--- src/rtl/stream_sign_flip_hls_deadlock_pkg.sv ---
// Shared types and helpers for the stream deadlock reporter.
// Holds the FSM state encoding, the default qualification threshold and the index-width helper.
package stream_sign_flip_hls_deadlock_pkg;

  typedef enum logic [0:0] {
    ST_IDLE    = 1'b0,
    ST_LATCHED = 1'b1
  } dl_state_t;

  localparam int DEFAULT_THRESHOLD = 1024;

  // A single monitor still needs a 1-bit index port.
  function automatic int clog2_min1(input int n);
    return (n <= 2) ? 1 : $clog2(n);
  endfunction

endpackage

--- src/rtl/stream_sign_flip_hls_stall_timer.sv ---
// Per-monitor stall timer: fire is high in the cycle block has been high for THRESHOLD samples.
// Latency THRESHOLD-1 cycles to fire; one fire per stall, re-arms only after block drops.
module stream_sign_flip_hls_stall_timer
  import stream_sign_flip_hls_deadlock_pkg::*;
#(
  parameter int THRESHOLD = DEFAULT_THRESHOLD
) (
  input  logic clock,
  input  logic reset,
  input  logic block,
  output logic fire
);

  localparam int CNT_W = $clog2(THRESHOLD + 1);
  localparam logic [CNT_W-1:0] LAST = CNT_W'(THRESHOLD - 1);
  localparam logic [CNT_W-1:0] MAX  = CNT_W'(THRESHOLD);

  logic [CNT_W-1:0] timer;
  logic             armed;

  assign fire = block && armed && (timer == LAST);

  always_ff @(posedge clock) begin
    if (reset) begin
      timer <= '0;
      armed <= 1'b1;
    end else if (!block) begin
      timer <= '0;
      armed <= 1'b1;
    end else begin
      if (timer != MAX) timer <= timer + 1'b1;
      // Disarm so a stall that never drops reports only once.
      if (fire) armed <= 1'b0;
    end
  end

endmodule

--- src/rtl/stream_sign_flip_hls_deadlock_reporter.sv ---
// Qualifies per-monitor block levels into deadlock events with sticky first-fault capture and count.
// Outputs registered, THRESHOLD cycles from first high sample; no backpressure (pure observer).
module stream_sign_flip_hls_deadlock_reporter
  import stream_sign_flip_hls_deadlock_pkg::*;
#(
  parameter int NUM_MON   = 4,
  parameter int THRESHOLD = DEFAULT_THRESHOLD,
  parameter int TS_W      = 32,
  parameter int EVT_W     = 16
) (
  input  logic                            clock,
  input  logic                            reset,
  input  logic [NUM_MON-1:0]              block_in,
  input  logic                            clear,
  output logic                            deadlock,
  output logic                            deadlock_pulse,
  output logic [clog2_min1(NUM_MON)-1:0]  deadlock_idx,
  output logic [TS_W-1:0]                 deadlock_ts,
  output logic [EVT_W-1:0]                event_count
);

  localparam int IDX_W = clog2_min1(NUM_MON);
  localparam logic [EVT_W-1:0] EVT_MAX = '1;

  logic [NUM_MON-1:0] fire;
  logic               any_fire;
  logic [IDX_W-1:0]   first_idx;
  logic [TS_W-1:0]    stamp;
  dl_state_t          state;

  for (genvar g = 0; g < NUM_MON; g++) begin : g_timer
    stream_sign_flip_hls_stall_timer #(
      .THRESHOLD (THRESHOLD)
    ) u_timer (
      .clock (clock),
      .reset (reset),
      .block (block_in[g]),
      .fire  (fire[g])
    );
  end

  assign any_fire = |fire;

  // Scan downward so the lowest firing index is the one left standing.
  always_comb begin
    first_idx = '0;
    for (int i = NUM_MON - 1; i >= 0; i--) begin
      if (fire[i]) first_idx = IDX_W'(i);
    end
  end

  always_ff @(posedge clock) begin
    if (reset) begin
      state          <= ST_IDLE;
      stamp          <= '0;
      deadlock       <= 1'b0;
      deadlock_pulse <= 1'b0;
      deadlock_idx   <= '0;
      deadlock_ts    <= '0;
      event_count    <= '0;
    end else begin
      stamp          <= stamp + 1'b1;
      deadlock_pulse <= any_fire;

      if (clear) begin
        state       <= ST_IDLE;
        deadlock    <= 1'b0;
        deadlock_idx <= '0;
        deadlock_ts <= '0;
        event_count <= '0;
      end

      // A clear in the same cycle is applied first, so the event becomes the new first fault.
      if (any_fire) begin
        if (clear || state == ST_IDLE) begin
          state        <= ST_LATCHED;
          deadlock     <= 1'b1;
          deadlock_idx <= first_idx;
          deadlock_ts  <= stamp;
        end
        if (clear) event_count <= EVT_W'(1);
        else if (event_count != EVT_MAX) event_count <= event_count + 1'b1;
      end
    end
  end

endmodule

--- config.mk ---
export PLATFORM = sky130hd
export DESIGN_NAME = stream_sign_flip_hls_deadlock_reporter
export DESIGN_NICKNAME = d
export VERILOG_FILES = /design/src/rtl/stream_sign_flip_hls_deadlock_pkg.sv /design/src/rtl/stream_sign_flip_hls_stall_timer.sv /design/src/rtl/stream_sign_flip_hls_deadlock_reporter.sv
export SDC_FILE = /design/constraint.sdc
export NUM_CORES = 1
export LEC_CHECK = 0
export ABC_CLOCK_PERIOD_IN_PS = 2600
export BUFFER_PORTS_ARGS = -buffer_cell sky130_fd_sc_hd__buf_2
export CORE_MARGIN = 2
export CORE_UTILIZATION = 30
export DETAILED_ROUTE_END_ITERATION = 8
export GPL_TIMING_DRIVEN = 0
export PLACE_DENSITY = 0.53
export SLEW_MARGIN = 20
export SYNTH_ARGS = -nofsm -noshare
export SYNTH_HDL_FRONTEND = slang
export SYNTH_SLANG_ARGS = --single-unit
--- constraint.sdc ---
create_clock -name clock -period 2.6 [get_ports clock]
set_input_delay 0.26 -clock clock [delete_from_list [all_inputs] [get_ports clock]]
set_output_delay 0.26 -clock clock [all_outputs]
set_load 0.1 [all_outputs]
Word level (Yosys, flattened, before mapping). Index checks and enable logic that the tools add are counted.

Word-level logic and storage cells: 69. Register bits after elaboration: 133. Input bits: 7.

Add/sub/neg operators: 6. Bitwise gates (word level): 5. Multiplexer cells: 20. Reduce and logical (&&, ||, !) cells: 14. Equality and inequality tests: 9.

Operator list (count): 32-bit 2-to-1 mux (3); 16-bit 2-to-1 mux (4); 11-bit by 1-bit adder with 11-bit output, second input constant (4); 11-bit by 10-bit == test with 1-bit output, second input constant (4); 11-bit != test, second input constant (4); 32-bit by 1-bit adder with 32-bit output, second input constant (1); 16-bit by 1-bit adder with 16-bit output, second input constant (1); 16-bit != test, second input constant (1); 2-bit 2-to-1 mux (7); 1-bit logical AND (8); 2-bit OR reduction (4); 1-bit 2-to-1 mux (6); 1-bit NOT (5); 4-bit OR reduction (1); 1-bit logical OR (1).

Depth between registers and ports, before layout.
Word-level depth: 8. Depth in mapped cells: 8. Gate-level depth less buffers: 6.

Cells and area by module. A second synthesis with hierarchy kept.

Cells, all modules: 702. Area total of the unflattened synthesis: 6159.7 sq um.

Modules (own cells, without submodules): stream_sign_flip_hls_deadlock_reporter (cells an instance 438, times used 1, area an instance 3762.4 sq um, seq. area each 1701.6 sq um); stream_sign_flip_hls_stall_timer (cells an instance 66, times used 4, area an instance 599.3 sq um, seq. area each 240.2 sq um).

Least setup slack after synthesis. No wires, ideal clock.

Kind: register to register. From: register event_count[0]. To: register event_count[0]. Arrival: 2.520 ns. Setup time: 0.137 ns. Stages on the path, launching flop included: 7. Required time: 2.463 ns. Path slack: -0.057 ns. Cell sequence: dfxtp_1 > ha_1 > nand4_1 > or4_1 > clkbuf_1 > nor4b_1 > a2111oi_0.

Word-level cells in the longest chain between the ends: 4.

RTL lines: start: declaration (RTL line stream_sign_flip_hls_deadlock_reporter.sv:19) `output logic [EVT_W-1:0] event_count`; start signal: assignment (RTL line stream_sign_flip_hls_deadlock_reporter.sv:82) `else if (event_count != EVT_MAX) event_count <= event_count + 1'b1;`; 16-bit by 1-bit adder with 16-bit output, or another cell as far along (RTL line stream_sign_flip_hls_deadlock_reporter.sv:82); 16-bit 2-to-1 mux (RTL line stream_sign_flip_hls_deadlock_reporter.sv:82); 16-bit 2-to-1 mux (RTL line stream_sign_flip_hls_deadlock_reporter.sv:81) `if (clear) event_count <= EVT_W'(1);`; 16-bit 2-to-1 mux (*) (RTL line stream_sign_flip_hls_deadlock_reporter.sv:74) `if (any_fire) begin`.

Every way passes the cells marked *; elsewhere a longest branch is shown, timed or not. A chain may end at the register's enable or synchronous reset.

Final worst setup path.
From: register g_timer[0].u_timer.timer[0]. To: register deadlock_ts[6].

Word-level cells in the longest chain between the ends: 4.

RTL lines: start: declaration (RTL line stream_sign_flip_hls_stall_timer.sv:18) `logic [CNT_W-1:0] timer;`; start signal: assignment (RTL line stream_sign_flip_hls_stall_timer.sv:31) `if (timer != MAX) timer <= timer + 1'b1;`; 11-bit by 10-bit == test with 1-bit output (RTL line stream_sign_flip_hls_stall_timer.sv:21) `assign fire = block && armed && (timer == LAST);`; 1-bit logical AND (RTL line stream_sign_flip_hls_stall_timer.sv:21); 4-bit OR reduction (RTL line stream_sign_flip_hls_deadlock_reporter.sv:42) `assign any_fire = |fire;`; 32-bit 2-to-1 mux (RTL line stream_sign_flip_hls_deadlock_reporter.sv:74); end signal: assignment (RTL line stream_sign_flip_hls_deadlock_reporter.sv:79) `deadlock_ts <= stamp;`; end: declaration (RTL line stream_sign_flip_hls_deadlock_reporter.sv:18) `output logic [TS_W-1:0] deadlock_ts,`.

No other way between the ends.

==> metrics.txt <==
# TYPE chip_impl_metric gauge
chip_impl_info{name="outcome",value="finished, final reports clean"} 1
chip_impl_info{name="kind_of_path_behind_the_tightest_hold_check",value="in2reg"} 1
chip_impl_metric{name="edff_count_synth",unit=""} 0
chip_impl_metric{name="power_switching_share",unit="%"} 21.36
chip_impl_metric{name="area_growth_syn_to_layout",unit="%"} 20.29
chip_impl_metric{name="route.antenna.remaining_nets",unit=""} 0
chip_impl_info{name="mostFrequentLayoutCells",value="sky130_fd_sc_hd__dfxtp_1, sky130_fd_sc_hd__nand2_1, sky130_fd_sc_hd__nor2_1"} 1
chip_impl_info{name="synth_area_leader_cell",value="sky130_fd_sc_hd__dfxtp_1"} 1
chip_impl_metric{name="clk_pin_slew",unit="ns"} 0.06
chip_impl_metric{name="dr.pass1.iters",unit=""} 4
chip_impl_metric{name="die_width",unit="um"} 145.5
chip_impl_metric{name="drt_iter0_markers",unit=""} 262
chip_impl_metric{name="ys_seq_area_share",unit="%"} 44.33
chip_impl_info{name="root_buf_cell",value="sky130_fd_sc_hd__clkbuf_16"} 1
chip_impl_metric{name="final-seq-area",unit="mm^2"} 0.002665
chip_impl_metric{name="cts.sink_count",unit=""} 133
chip_impl_metric{name="sequentialPowerShare",unit="%"} 45.7
chip_impl_metric{name="grt_start_max_net_pins",unit=""} 17
chip_impl_metric{name="detailed_place_hpwl",unit="mm"} 9.528
chip_impl_metric{name="hold_viol_final",unit=""} 0
chip_impl_metric{name="floorplan.die.height",unit="um"} 145.5
chip_impl_metric{name="highest_clock_rate",unit="MHz"} 416.4
chip_impl_metric{name="first_pass_grt_wire_length",unit="mm"} 22.53
chip_impl_metric{name="tns",unit="ns"} 0
chip_impl_info{name="tritoncts",value="yes"} 1
chip_impl_info{name="synth-main-ff-cell",value="sky130_fd_sc_hd__dfxtp_1"} 1
chip_impl_metric{name="setup_viol_count_final",unit=""} 0
chip_impl_info{name="critPathCaptureType",value="flip-flop"} 1
chip_impl_metric{name="n_antenna_cell",unit=""} 0
chip_impl_metric{name="synth.yosys.warnings",unit=""} 0
chip_impl_metric{name="leakage",unit="uW"} 0.002712
chip_impl_metric{name="start_util",unit="%"} 30.76
chip_impl_metric{name="layout-drive-gt1-share",unit="%"} 19.22
chip_impl_info{name="mostFrequentLayoutCell",value="sky130_fd_sc_hd__dfxtp_1"} 1
chip_impl_metric{name="hold-worst-slack",unit="ns"} 0.1830
chip_impl_metric{name="route.final.wire_length",unit="mm"} 13.38
chip_impl_metric{name="irDropWorstVdd",unit="mV"} 0.3281
chip_impl_metric{name="synth_top_area_share",unit="%"} 44.33
chip_impl_metric{name="port_buffers",unit=""} 58
chip_impl_metric{name="worstSkewPairLatency",unit="ns"} 0.41
chip_impl_metric{name="p_int",unit="uW"} 3545
chip_impl_info{name="synth_area_leaders",value="sky130_fd_sc_hd__dfxtp_1, sky130_fd_sc_hd__a2bb2oi_2, sky130_fd_sc_hd__xor2_1"} 1
chip_impl_metric{name="post_synth_inst_count",unit=""} 654
chip_impl_info{name="grt_setup_unrepaired",value="no"} 1
chip_impl_metric{name="cts.path.max_buffers",unit=""} 2
chip_impl_metric{name="slew_headroom",unit="%"} 31.24
chip_impl_metric{name="detailroute.via_count",unit=""} 4723
chip_impl_metric{name="dieArea",unit="mm^2"} 0.02117
chip_impl_metric{name="yosys_register_bits",unit=""} 133
chip_impl_metric{name="post_synthesis_instance_area",unit="mm^2"} 0.006006
chip_impl_metric{name="numCtsBuffers",unit=""} 17
chip_impl_metric{name="antenna_found_initial",unit=""} 0
chip_impl_metric{name="cts_setup_buffers",unit=""} 0
chip_impl_metric{name="post_synthesis_net_count",unit=""} 671
chip_impl_metric{name="total_switching_power",unit="uW"} 962.7
chip_impl_metric{name="worst-endpoint-required",unit="ns"} 2.94
chip_impl_metric{name="yosys.cell_types.count",unit=""} 52
chip_impl_metric{name="io_pins",unit=""} 59
chip_impl_metric{name="worstPathMaxFanout",unit=""} 10
chip_impl_metric{name="h-tree-depth",unit=""} 4
chip_impl_metric{name="worst-slew-pin-transition",unit="ns"} 1.023
chip_impl_metric{name="power_frac_comb",unit="%"} 2.2
chip_impl_info{name="critical_path.startpoint_type",value="flip-flop"} 1
chip_impl_metric{name="fill_cells",unit=""} 2010
chip_impl_metric{name="routed_length_per_instance",unit="um"} 13.26
chip_impl_metric{name="grt_pass1_vias",unit=""} 4469
chip_impl_metric{name="combined_area_of_the_multi_input_logic_cells",unit="mm^2"} 0.003168
chip_impl_info{name="criticalPathCategory",value="reg2reg"} 1
chip_impl_metric{name="nets_finish",unit=""} 748
chip_impl_metric{name="cp.arrival",unit="ns"} 2.74
chip_impl_metric{name="globalRoute.totalOverflow",unit=""} 0
chip_impl_metric{name="max_cap_violations",unit=""} 0
chip_impl_metric{name="area_of_the_core",unit="mm^2"} 0.01953
chip_impl_metric{name="clock_power_share",unit="%"} 52.0
chip_impl_metric{name="power_density",unit="mW/mm^2"} 623.9
chip_impl_metric{name="drt-vias-per-instance",unit=""} 4.681
chip_impl_metric{name="finalWorstPathRequiredPeriod",unit="ns"} 2.402
chip_impl_metric{name="async_reset_ff_share",unit="%"} 0
chip_impl_metric{name="rows",unit=""} 51
chip_impl_metric{name="grt_usage",unit="%"} 12.91
chip_impl_metric{name="finalCritPeriodShare",unit="%"} 92.37
chip_impl_metric{name="maxSlewViolCount",unit=""} 0
chip_impl_metric{name="gpl.final_weighted_congestion",unit=""} 0.7462
chip_impl_metric{name="finalClockSkew",unit="ns"} 0.009953
chip_impl_metric{name="synth.avg_cell_area",unit="um^2"} 9.183
chip_impl_metric{name="detail_route.drc_violations",unit=""} 0
-- flip-flops by register name, summed over array words and instances (netlist names) --
| name | count |
|---|---|
| deadlock | 1 |
| deadlock_idx | 2 |
| deadlock_pulse | 1 |
| deadlock_ts | 32 |
| event_count | 16 |
| g_timer.u_timer.armed | 4 |
| g_timer.u_timer.timer | 44 |
| stamp | 32 |
| state | 1 |
-- synthesized netlist by cell type, types with 2 or more instances --
master	n
sky130_fd_sc_hd__or3_1	18
sky130_fd_sc_hd__a2bb2oi_2	29
sky130_fd_sc_hd__nand4b_1	6
sky130_fd_sc_hd__a21oi_1	23
sky130_fd_sc_hd__a2bb2oi_1	3
sky130_fd_sc_hd__and2_1	5
sky130_fd_sc_hd__buf_1	3
sky130_fd_sc_hd__mux2_2	4
sky130_fd_sc_hd__nor2b_1	3
sky130_fd_sc_hd__a21boi_0	2
sky130_fd_sc_hd__buf_6	4
sky130_fd_sc_hd__nand2b_1	7
sky130_fd_sc_hd__a2111oi_1	2
sky130_fd_sc_hd__nor2_1	83
sky130_fd_sc_hd__and4_1	4
sky130_fd_sc_hd__nand4_1	23
sky130_fd_sc_hd__o211ai_1	3
sky130_fd_sc_hd__clkbuf_1	18
sky130_fd_sc_hd__ha_1	10
sky130_fd_sc_hd__nor3_1	3
sky130_fd_sc_hd__mux2i_1	14
sky130_fd_sc_hd__nor3_2	2
sky130_fd_sc_hd__nor4b_1	4
sky130_fd_sc_hd__xor2_1	42
sky130_fd_sc_hd__nor4_1	7
sky130_fd_sc_hd__a21o_1	2
sky130_fd_sc_hd__o21ai_0	8
sky130_fd_sc_hd__inv_1	12
sky130_fd_sc_hd__buf_2	3
sky130_fd_sc_hd__and3_1	18
sky130_fd_sc_hd__dfxtp_1	133
sky130_fd_sc_hd__xnor2_1	18
sky130_fd_sc_hd__nand3_1	37
sky130_fd_sc_hd__nand2_1	83
-- stage by stage --
stage          instance area (um^2)  setup slack, ns  total power [uW]  cells  util, %
2_1_floorplan                  6008          0.08564              2171    654        -
3_3_place_gp                   6630           0.1639              2208    977    33.95
3_5_place_dp                   6630           0.1281              2208    977    33.95
4_1_cts                        7216           0.1002              4571   1009    36.95
5_1_grt                        7224        0.0006597              4684   1009    37.00
6_report                       7224           0.1983              4508   1009    37.00
-- layout make-up --
class | count | area share [%]
multi-input cells | 481 | 43.85
clock inverters | 12 | 1.784
inverters | 12 | 0.6235
flip-flops and latches | 133 | 36.89
clock buffers | 20 | 6.321
plain buffers | 28 | 1.922
well taps | 265 | 4.590
repair buffers | 58 | 4.018
-- what timing repair did --
action / CTS / global route
setup endpoints to repair: 0 / 30
hold buffers: 0 / 0
endpoints found under the hold margin: 0 / 0
resized for setup: 0 / 2
-- path summary, 6_finish.rpt --
path | start | to | slack, ns | cells past startpoint
max reg2reg | g_timer[0].u_timer.timer[0]$_SDFFE_PP0P_ | deadlock_ts[6]$_SDFF_PP0_ | 0.20 | 8
min reg2reg | deadlock$_SDFF_PP0_ | deadlock$_SDFF_PP0_ | 0.45 | 2
max | g_timer[0].u_timer.timer[0]$_SDFFE_PP0P_ | deadlock_ts[6]$_SDFF_PP0_ | 0.20 | 8
min | block_in[3] | g_timer[3].u_timer.armed$_SDFFE_PP1P_ | 0.18 | 3
-- power groups by stage --
stage / clock network (uW) / registers (uW) / logic (uW)
4_1_cts: 2410 / 2060 / 102
5_1_grt: 2510 / 2060 / 114
6_report: 2350 / 2060 / 99.5
3_3_place_gp: 0 / 2110 / 102
3_5_place_dp: 0 / 2110 / 102
2_1_floorplan: 0 / 2100 / 68.4
-- logic make-up after synthesis --
logic type,after synthesis,share of synthesized area (%)
adders and majority gates,10,2.083
AOI/OAI and AO/OA,81,12.77
xor gates and xnor gates,60,8.750
buffers and inverters,40,3.062
and+or+nand+nor,312,25.92
DFF,133,44.33
muxes,18,3.083
-- worst max-delay path: stages, from the launching register on --
cell                        delay [ns]
sky130_fd_sc_hd__dfxtp_1          0.45
sky130_fd_sc_hd__ha_2             0.28
sky130_fd_sc_hd__and4_1           0.22
sky130_fd_sc_hd__nand4_1          0.23
sky130_fd_sc_hd__and2_4           0.24
sky130_fd_sc_hd__buf_6            0.13
sky130_fd_sc_hd__a221o_2          0.44
sky130_fd_sc_hd__buf_6            0.19
sky130_fd_sc_hd__a2bb2oi_2        0.14
-- routing by layer --
layer	GRT usage (%)	vias to the layer above	share of wire, %
met5	0	-	0
met4	3.824	0	0.87
met3	3.292	6	2.4
met2	20.40	54	45
met1	17.40	2211	51
li1	-	2452	-
Note: power is estimated with default switching activity, not from simulation.
